[src/rtl/h14tx_decoding_top_if.sv]
// Shared types and the symbol/decoded-output bundle of the HDMI 1.4
// three-channel symbol decoder.
package h14tx_decoding_pkg;
    typedef logic [9:0] symbol_t;
    typedef logic [1:0] ctl_t;
    typedef logic [3:0] data_t;
    typedef logic [7:0] video_t;

    typedef enum logic [2:0] {
        PERIOD_CONTROL,
        PERIOD_VIDEO_PREAMBLE,
        PERIOD_DATA_ISLAND_PREAMBLE,
        PERIOD_VIDEO_GUARD,
        PERIOD_VIDEO_ACTIVE,
        PERIOD_DATA_ISLAND_GUARD,
        PERIOD_DATA_ISLAND_ACTIVE
    } period_t;
endpackage

interface h14tx_decoding_top_if;
    import h14tx_decoding_pkg::*;

    symbol_t [2:0] symbol;
    period_t       period;
    ctl_t    [2:0] ctl;
    data_t   [2:0] data;
    video_t  [2:0] video;
    logic          err;

    modport master (output symbol, input period, ctl, data, video, err);
    modport slave  (input symbol, output period, ctl, data, video, err);
endinterface

[src/rtl/h14tx_decoding_top.sv]
// HDMI 1.4 three-channel symbol decoder: classifies each symbol set,
// tracks the transmission period and decodes control/TERC4/TMDS content.
// Every output is registered one cycle after its symbol set.
module h14tx_decoding_top #(
    parameter int MaxPackets  = 18,
    parameter int PreambleLen = 8
) (
    input  logic                 clk,
    input  logic                 rst_n,
    h14tx_decoding_top_if.slave  bus
);
    import h14tx_decoding_pkg::*;

    localparam int            PcntW    = $clog2(PreambleLen + 1);
    localparam logic [9:0]    MaxSyms  = 10'(MaxPackets * 32);
    localparam symbol_t       GUARD_A  = 10'b1011001100;
    localparam symbol_t       GUARD_B  = 10'b0100110011;

    typedef enum logic [2:0] {
        ST_CONTROL,
        ST_VIDEO_GUARD,
        ST_VIDEO_ACTIVE,
        ST_DI_LEAD_GUARD,
        ST_DI_ACTIVE,
        ST_DI_TRAIL_GUARD
    } state_t;

    // {valid, {c1,c0}}
    function automatic logic [2:0] ctl_decode(input symbol_t q);
        case (q)
            10'b1101010100: return 3'b100;
            10'b0010101011: return 3'b101;
            10'b0101010100: return 3'b110;
            10'b1010101011: return 3'b111;
            default:        return 3'b000;
        endcase
    endfunction

    // {valid, nibble}
    function automatic logic [4:0] terc4_decode(input symbol_t q);
        case (q)
            10'b1010011100: return 5'h10;
            10'b1001100011: return 5'h11;
            10'b1011100100: return 5'h12;
            10'b1011100010: return 5'h13;
            10'b0101110001: return 5'h14;
            10'b0100011110: return 5'h15;
            10'b0110001110: return 5'h16;
            10'b0100111100: return 5'h17;
            10'b1011001100: return 5'h18;
            10'b0100111001: return 5'h19;
            10'b0110011100: return 5'h1a;
            10'b1011000110: return 5'h1b;
            10'b1010001110: return 5'h1c;
            10'b1001110001: return 5'h1d;
            10'b0101100011: return 5'h1e;
            10'b1011000011: return 5'h1f;
            default:        return 5'h00;
        endcase
    endfunction

    function automatic video_t tmds_decode(input symbol_t q);
        logic [7:0] d;
        video_t     v;
        d    = q[9] ? ~q[7:0] : q[7:0];
        v[0] = d[0];
        for (int i = 1; i < 8; i++) begin
            v[i] = q[8] ? (d[i] ^ d[i-1]) : ~(d[i] ^ d[i-1]);
        end
        return v;
    endfunction

    logic   [2:0] ctl_valid;
    ctl_t   [2:0] ctl_val;
    logic   [2:0] terc_valid;
    data_t  [2:0] terc_val;
    video_t [2:0] tmds_val;

    for (genvar gi = 0; gi < 3; gi++) begin : g_ch
        assign {ctl_valid[gi], ctl_val[gi]}   = ctl_decode(bus.symbol[gi]);
        assign {terc_valid[gi], terc_val[gi]} = terc4_decode(bus.symbol[gi]);
        assign tmds_val[gi]                   = tmds_decode(bus.symbol[gi]);
    end

    logic all_ctl, vid_pre, di_pre, video_guard, di_guard_hi, di_guard;
    assign all_ctl     = &ctl_valid;
    assign vid_pre     = all_ctl && ctl_val[1] == 2'b01 && ctl_val[2] == 2'b00;
    assign di_pre      = all_ctl && ctl_val[1] == 2'b01 && ctl_val[2] == 2'b01;
    assign video_guard = bus.symbol[0] == GUARD_A && bus.symbol[1] == GUARD_B
                         && bus.symbol[2] == GUARD_A;
    assign di_guard_hi = bus.symbol[1] == GUARD_B && bus.symbol[2] == GUARD_B;
    assign di_guard    = di_guard_hi && terc_valid[0] && terc_val[0][3:2] == 2'b11;

    state_t           state_reg, state_next;
    logic [PcntW-1:0] pcnt_reg, pcnt_next;
    logic             pcnt_di_reg, pcnt_di_next;
    logic [9:0]       scnt_reg, scnt_next;
    period_t          period_reg, period_next;
    ctl_t   [2:0]     ctl_reg, ctl_next;
    data_t  [2:0]     data_reg, data_next;
    video_t [2:0]     video_reg, video_next;
    logic             err_reg, err_next;

    logic pre_video_full, pre_di_full;
    assign pre_video_full = pcnt_reg == PcntW'(PreambleLen) && !pcnt_di_reg;
    assign pre_di_full    = pcnt_reg == PcntW'(PreambleLen) &&  pcnt_di_reg;

    // Preamble run length: a new run starts at 1, a repeat of the same pattern extends it.
    always_comb begin
        pcnt_next    = '0;
        pcnt_di_next = pcnt_di_reg;
        if (vid_pre || di_pre) begin
            pcnt_di_next = di_pre;
            if (pcnt_reg != '0 && pcnt_di_reg == di_pre) begin
                pcnt_next = (pcnt_reg == PcntW'(PreambleLen)) ? pcnt_reg : pcnt_reg + 1'b1;
            end else begin
                pcnt_next = PcntW'(1);
            end
        end
    end

    // Period FSM: next state, reported period, decoded payload and error flag.
    always_comb begin
        state_next  = state_reg;
        period_next = PERIOD_CONTROL;
        data_next   = '0;
        video_next  = '0;
        err_next    = 1'b0;
        scnt_next   = '0;
        for (int c = 0; c < 3; c++) begin
            ctl_next[c] = ctl_valid[c] ? ctl_val[c] : ctl_reg[c];
        end
        case (state_reg)
            ST_CONTROL: begin
                if (vid_pre)     period_next = PERIOD_VIDEO_PREAMBLE;
                else if (di_pre) period_next = PERIOD_DATA_ISLAND_PREAMBLE;
                if (video_guard) begin
                    if (pre_video_full) begin
                        state_next  = ST_VIDEO_GUARD;
                        period_next = PERIOD_VIDEO_GUARD;
                    end else begin
                        err_next = 1'b1;
                    end
                end else if (di_guard) begin
                    if (pre_di_full) begin
                        state_next   = ST_DI_LEAD_GUARD;
                        period_next  = PERIOD_DATA_ISLAND_GUARD;
                        data_next[0] = terc_val[0];
                    end else begin
                        err_next = 1'b1;
                    end
                end
            end
            ST_VIDEO_GUARD: begin
                if (video_guard) begin
                    state_next  = ST_VIDEO_ACTIVE;
                    period_next = PERIOD_VIDEO_GUARD;
                end else begin
                    state_next = ST_CONTROL;
                    err_next   = 1'b1;
                end
            end
            ST_VIDEO_ACTIVE: begin
                if (ctl_valid[0]) begin
                    state_next = ST_CONTROL;
                end else begin
                    period_next = PERIOD_VIDEO_ACTIVE;
                    video_next  = tmds_val;
                end
            end
            ST_DI_LEAD_GUARD: begin
                if (di_guard) begin
                    state_next   = ST_DI_ACTIVE;
                    period_next  = PERIOD_DATA_ISLAND_GUARD;
                    data_next[0] = terc_val[0];
                end else begin
                    state_next = ST_CONTROL;
                    err_next   = 1'b1;
                end
            end
            ST_DI_ACTIVE: begin
                if (di_guard_hi) begin
                    // Trail guard always ends the island; only packet-aligned ones are clean.
                    state_next   = ST_DI_TRAIL_GUARD;
                    period_next  = PERIOD_DATA_ISLAND_GUARD;
                    data_next[0] = terc_valid[0] ? terc_val[0] : 4'h0;
                    err_next     = !di_guard || scnt_reg == '0 || scnt_reg[4:0] != 5'd0;
                end else if (scnt_reg == MaxSyms) begin
                    state_next = ST_CONTROL;
                    err_next   = 1'b1;
                end else begin
                    period_next = PERIOD_DATA_ISLAND_ACTIVE;
                    scnt_next   = scnt_reg + 10'd1;
                    err_next    = !(&terc_valid);
                    for (int c = 0; c < 3; c++) begin
                        data_next[c] = terc_valid[c] ? terc_val[c] : 4'h0;
                    end
                end
            end
            ST_DI_TRAIL_GUARD: begin
                state_next = ST_CONTROL;
                if (di_guard) begin
                    period_next  = PERIOD_DATA_ISLAND_GUARD;
                    data_next[0] = terc_val[0];
                end else begin
                    err_next = 1'b1;
                end
            end
            default: state_next = ST_CONTROL;
        endcase
    end

    // State, counters and registered outputs.
    always_ff @(posedge clk or negedge rst_n) begin
        if (!rst_n) begin
            state_reg   <= ST_CONTROL;
            pcnt_reg    <= '0;
            pcnt_di_reg <= 1'b0;
            scnt_reg    <= '0;
            period_reg  <= PERIOD_CONTROL;
            ctl_reg     <= '0;
            data_reg    <= '0;
            video_reg   <= '0;
            err_reg     <= 1'b0;
        end else begin
            state_reg   <= state_next;
            pcnt_reg    <= pcnt_next;
            pcnt_di_reg <= pcnt_di_next;
            scnt_reg    <= scnt_next;
            period_reg  <= period_next;
            ctl_reg     <= ctl_next;
            data_reg    <= data_next;
            video_reg   <= video_next;
            err_reg     <= err_next;
        end
    end

    assign bus.period = period_reg;
    assign bus.ctl    = ctl_reg;
    assign bus.data   = data_reg;
    assign bus.video  = video_reg;
    assign bus.err    = err_reg;
endmodule

[src/flat_wrapper.sv]
// flat-port wrapper written by rule: the top's interface ports become plain ports
module h14tx_decoding_top_flat import h14tx_decoding_pkg::*;
#(
    parameter int MaxPackets  = 18,
    parameter int PreambleLen = 8
)
  (clk, rst_n, bus_symbol, bus_period, bus_ctl, bus_data, bus_video, bus_err);
  h14tx_decoding_top_if bus_i ();
  input  logic clk;
  input  logic rst_n;
  input wire logic [$bits(bus_i.symbol)-1:0] bus_symbol;
  output wire logic [$bits(bus_i.period)-1:0] bus_period;
  output wire logic [$bits(bus_i.ctl)-1:0] bus_ctl;
  output wire logic [$bits(bus_i.data)-1:0] bus_data;
  output wire logic [$bits(bus_i.video)-1:0] bus_video;
  output wire logic [$bits(bus_i.err)-1:0] bus_err;
  assign bus_i.symbol = bus_symbol;
  assign bus_period = bus_i.period;
  assign bus_ctl = bus_i.ctl;
  assign bus_data = bus_i.data;
  assign bus_video = bus_i.video;
  assign bus_err = bus_i.err;
  h14tx_decoding_top #(.MaxPackets(MaxPackets), .PreambleLen(PreambleLen)) u_core (.clk(clk), .rst_n(rst_n), .bus(bus_i));
endmodule
[config.mk]
export PLATFORM = sky130hd
export DESIGN_NAME = h14tx_decoding_top_flat
export DESIGN_NICKNAME = d
export VERILOG_FILES = /design/src/rtl/h14tx_decoding_top_if.sv /design/src/rtl/h14tx_decoding_top.sv /design/src/flat_wrapper.sv
export SDC_FILE = /design/constraint.sdc
export NUM_CORES = 1
export LEC_CHECK = 0
export CORE_MARGIN = 2
export CORE_UTILIZATION = 48
export DETAILED_ROUTE_END_ITERATION = 12
export PLACE_DENSITY = 0.77
export SKIP_CTS_REPAIR_TIMING = 1
export SYNTH_ARGS = -nofsm -noshare
export SYNTH_HDL_FRONTEND = slang
export SYNTH_SLANG_ARGS = --single-unit
[constraint.sdc]
create_clock -name clk -period 1.65 [get_ports clk]
set_clock_uncertainty 0.05 [all_clocks]
set_input_delay 0.165 -clock clk [delete_from_list [all_inputs] [get_ports clk]]
set_output_delay 0.165 -clock clk [all_outputs]
set_load 0.02 [all_outputs]
Word-level counts from Yosys, hierarchy flattened --
Index checks and enable logic that the tools add are counted.
Cells by class: $add $sub $neg 2, equality and inequality tests 79, multiplexer cells 81, bitwise logic cells 45, reduce and logical (&&, ||, !) cells 26
Operators by type and width (count):
- equality test 10 bit, second input constant | 34
- equality test 10 x 9 -> 1 bit, second input constant | 26
- case mux 5 bit (16 select lines) | 3
- 2-to-1 mux 3 bit | 17
- 2-to-1 mux 24 bit | 2
- 2-to-1 mux 4 bit | 11
- 2-to-1 mux 8 bit | 5
- case mux 3 bit (4 select lines) | 3
- equality test 10 x 8 -> 1 bit, second input constant | 3
- 2-to-1 mux 10 bit | 3
- case mux 3 bit (5 select lines) | 2
- 2-to-1 mux 1 bit | 29
- NOT 8 bit | 3
- NOT 1 bit | 21
- XOR 1 bit | 21
- 2-to-1 mux 12 bit | 1
- case mux 4 bit (3 select lines) | 1
- logical AND 1 bit | 11
- adder 10 x 1 -> 10 bit, second input constant | 1
- logical NOT 10 bit | 1
- inequality test 3 x 1 -> 1 bit, second input constant | 3
- equality test 3 x 2 -> 1 bit, second input constant | 2
- equality test 3 bit, second input constant | 2
- 2-to-1 mux 2 bit | 3
- other kinds (18) | 25
Storage, ports and cells: register bits 64, input port bits 32, output and inout bits 46, word-level logic and storage cells 248

Logic depth before layout (Yosys ltp) --
depth after elaboration 11, depth in mapped cells 9, depth with buffers taken out 9

Worst setup path after synthesis --
Ideal clock, no wire load.
path kind input-to-reg, from input port bus_symbol[16], to register u_core.err_reg, in the netlist u_core.bus.err, library setup time 0.124 ns, arrival time 1.810 ns, required time 1.476 ns, setup slack -0.333 ns, cell stages on the path 9, buffers on the path 0, cell sequence inv_1 ha_1 nand4b_4 or2_1 or4_4 o31ai_2 a31oi_1 a21oi_1 o21ai_1
Between the ends: cells in the longest elaborated chain, start to end 9, elaborated cells on any way between the ends 35, those cells by class eq/ne: 17; mux: 8; reduce/logical: 10
RTL lines:
- from (decl) | RTL line flat_wrapper.sv:11 | input wire logic [$bits(bus_i.symbol)-1:0] bus_symbol;
- branches (longest 8 deep; another with case mux 5 bit (16 select lines))
- case mux 1 bit (4 select lines) (*) | RTL line h14tx_decoding_top.sv:133 | case (state_reg)
- net u_core.err_next | RTL line h14tx_decoding_top.sv:102 | logic err_reg, err_next;
- to (signal assigned) | RTL line h14tx_decoding_top.sv:234 | err_reg <= err_next;
- to (decl) | RTL line h14tx_decoding_top.sv:102
Mark *: on every way through the listed nets, which the timed path passes. A chain may end at the register's enable or synchronous reset.

==> results.cfg <==
[cells_and_area]
antenna_cells = 0
fillers = 499
drive_above_1_share_pct = 41.8
multi_input_area_um2 = 3050
post-route-util_pct = 81.3
final_cell_mix = 155 x buf_4, 64 x dfrtp_1, 46 x clkdlybuf4s50_1, 42 x nor2_1, 35 x xnor2_1
fin_nets = 774
final_common_cell = buf_4
largest_reg_flops = 24
regArea_um2 = 1600
syn_to_final_growth_pct = 62.6

[synth]
synth_fa_ha_area_share_pct = 7.96
synth_area_leaders = dfrtp_1 36%, ha_1 8.0%, xnor2_1 7.0%
synthDominantCellAreaShare_pct = 36.4
synth_nets = 544
synth_cell_types = 64
synth_area_um2 = 4400
synth_top_family_by_area = simple AND/OR/NAND/NOR gates
synth_xor_area_share_pct = 9.95
synthArstFlopShare_pct = 100
syn_area_per_cell_um2 = 9.09
synth.yosys.seq_area_share_pct = 36.4
yosys.area_share.simple_pct = 26.4
synth_top_area_cell = dfrtp_1
synth-edff-count = 0
synth_ff_type = dfrtp_1
synthMuxAreaShare_pct = 0.682
synth_warnings = 0
synth-seq-cells = 64
synth_compound_area_share_pct = 13.4
syn_inst = 484

[floorplanning]
core_um2 = 8810
die-width_um = 99.8
dieArea_um2 = 9950
initial_core_util_pct = 50.0
fp.dieH_um = 99.8
num_rows = 34
io_pins = 78

[power]
p_int_uw = 3150
vdd_ir_drop_max_mv = 0.429
leakagePower_uw = 0.00319
p_per_area_nw_per_um2 = 623
pwr-share-comb_pct = 27.4
swShare_pct = 29.4
pwr-share-seq_pct = 38.8
clockPowerShare_pct = 33.8
p_sw_uw = 1310

[setup_path]
critPathKind = register to register
worst_path_max_delay_cell = dfrtp_1
worstPathCellList = inv_1 -> ha_2 -> nor4b_4 -> nand4_1 -> buf_4 -> a21boi_4 -> nor2_1
worst_setup_path_start_kind = register
worstPathRequired_ps = 1820
worstRegToRegCells = 7
max_stage_delay_ps = 380
path_buf_inv = 2
crit_family = simple AND/OR/NAND/NOR gates
crit_arrival_ps = 1930
critPathMaxFanout = 5
rrSetupSlack_ps = -110
end_kind = register
reg2reg_from = u_core.scnt_reg[1]$_DFF_PN0_
r2r_end = u_core.bus.data[3]$_DFF_PN0_

[clock_tree]
cts_buffer_depth = 2
clk_latency_ps = 350
cts_root_buffer = clkbuf_8
cts_tree = built
clk_pin_slew_ps = 80
cts_sinks = 64
htree_levels = 3
cts_buffers = 9

[worst_hold_path]
hold_depth = 4
hold_path_end = u_core.bus.video[10]$_DFF_PN0_
worstHoldPathType = input pin to register
hold_start = bus_symbol[12]

[timing]
slew_headroom_pct = 66.6
worst_pin_slew_ps = 501
fmax_mhz = 568
min_period_ps = 1760
min_period_over_period_pct = 107
hold_viol = 0
maxSlewViolCount = 0
setup_viol = 26
whs_ps = 152
rsz0062_at_grt = true
finalWorstSetupSlack_ps = -111

[grt]
grt.total_usage_pct = 27.1
first_global_vias = 4531
met3_usage_pct = 4.78
grt-busiest-layer = met2
grt_util_met1_pct = 35.3
met2_usage_pct = 46.2
grt_max_degree = 26
grt_pass1_wl_mm = 21.5
grt-ovfl-total = 0
antenna_found_initial = 0

[routing]
viasPerCell = 5.56
vias = 4586
drc = 0
dr.pass1.iters = 5
avgRoutedWirePerCell_um = 18.0
drt_wl_total_mm = 14.9
first_iter_violations = 286
ant_nets = 0

[placement]
io_buffers = 77
place_hpwl_mm = 10.3
gp_congestion = 0.921

[run]
maxCapViolations = 0

[outcome]
outcome = complete, but fails checks
failed_checks = negative setup slack
[worst max path at each step]
stage	from	to	slack, ps	cells past startpoint
after floorplan	bus_symbol[6]	u_core.bus.data[2]$_DFF_PN0_	-170	8
after global placement	bus_symbol[3]	u_core.bus.data[2]$_DFF_PN0_	-770	9
after detailed placement	bus_symbol[3]	u_core.state_reg[1]$_DFFE_PN0P_	-920	9
after CTS	bus_symbol[3]	u_core.bus.data[2]$_DFF_PN0_	-580	9
after global routing	u_core.scnt_reg[0]$_DFF_PN0_	u_core.bus.period[2]$_DFF_PN0_	-190	7
final	u_core.scnt_reg[1]$_DFF_PN0_	u_core.bus.data[3]$_DFF_PN0_	-110	7
[synthesized netlist by cell type (6+ instances only)]
cell / number
ha_1: 28
o21ai_0: 19
buf_2: 7
a31oi_1: 6
nand3_1: 26
a21oi_1: 22
nor3_1: 10
dfrtp_1: 64
nor2_1: 57
nor2b_1: 11
inv_1: 25
clkbuf_1: 9
xor2_1: 15
xnor2_1: 35
nand2b_1: 7
nor4bb_1: 6
nand2_1: 38
nand4_1: 13
[through the flow]
step	instance area, um^2	setup TNS, ps	power, uW	cells	worst slack (ps)
floorplan	4500	-1190	2300	484	-172
global placement	6380	-38410	2890	796	-772
detailed placement	6380	-41320	2920	796	-920
CTS	6590	-19490	4410	810	-578
global route	7160	-3220	4620	825	-186
finish	7160	-1380	4460	825	-111
[power by group through the flow]
stage                     logic, uW  clock network, uW  registers, uW
after floorplan                 410                  0           1890
after global placement         1130                  0           1750
after detailed placement       1160                  0           1760
after CTS                      1170               1510           1730
after global routing           1300               1590           1740
final                          1220               1510           1730
[kinds of logic after synthesis]
kind of cell / Yosys count
AO/OA/AOI/OAI: 83
XOR/XNOR: 50
adder cells (fa/ha/maj): 28
buffers and inverters: 48
flip-flops: 64
multiplexers: 3
AND/OR/NAND/NOR: 208
[per-layer routing]
layer | up-vias | part of all wire [%]
met5 | - | 0
met4 | 0 | 2.0
met3 | 34 | 4.7
met2 | 150 | 51
met1 | 2258 | 42
li1 | 2144 | -
[worst register-to-register path, stage by stage, from the launching register on]
cell and delay, ps:
dfrtp_1 380, inv_1 60, ha_2 180, nor4b_4 240, nand4_1 210, buf_4 200
a21boi_4 230, nor2_1 90
[final cells by class]
class | instances | share of cell area, %
multi-input combinational | 373 | 42.6
clock inverter | 3 | 0.944
inverter | 25 | 1.59
tap | 108 | 1.89
timing repair buffer | 241 | 28.6
clock buffer | 11 | 1.98
sequential | 64 | 22.4
Note: power is estimated with default switching activity, not from simulation.
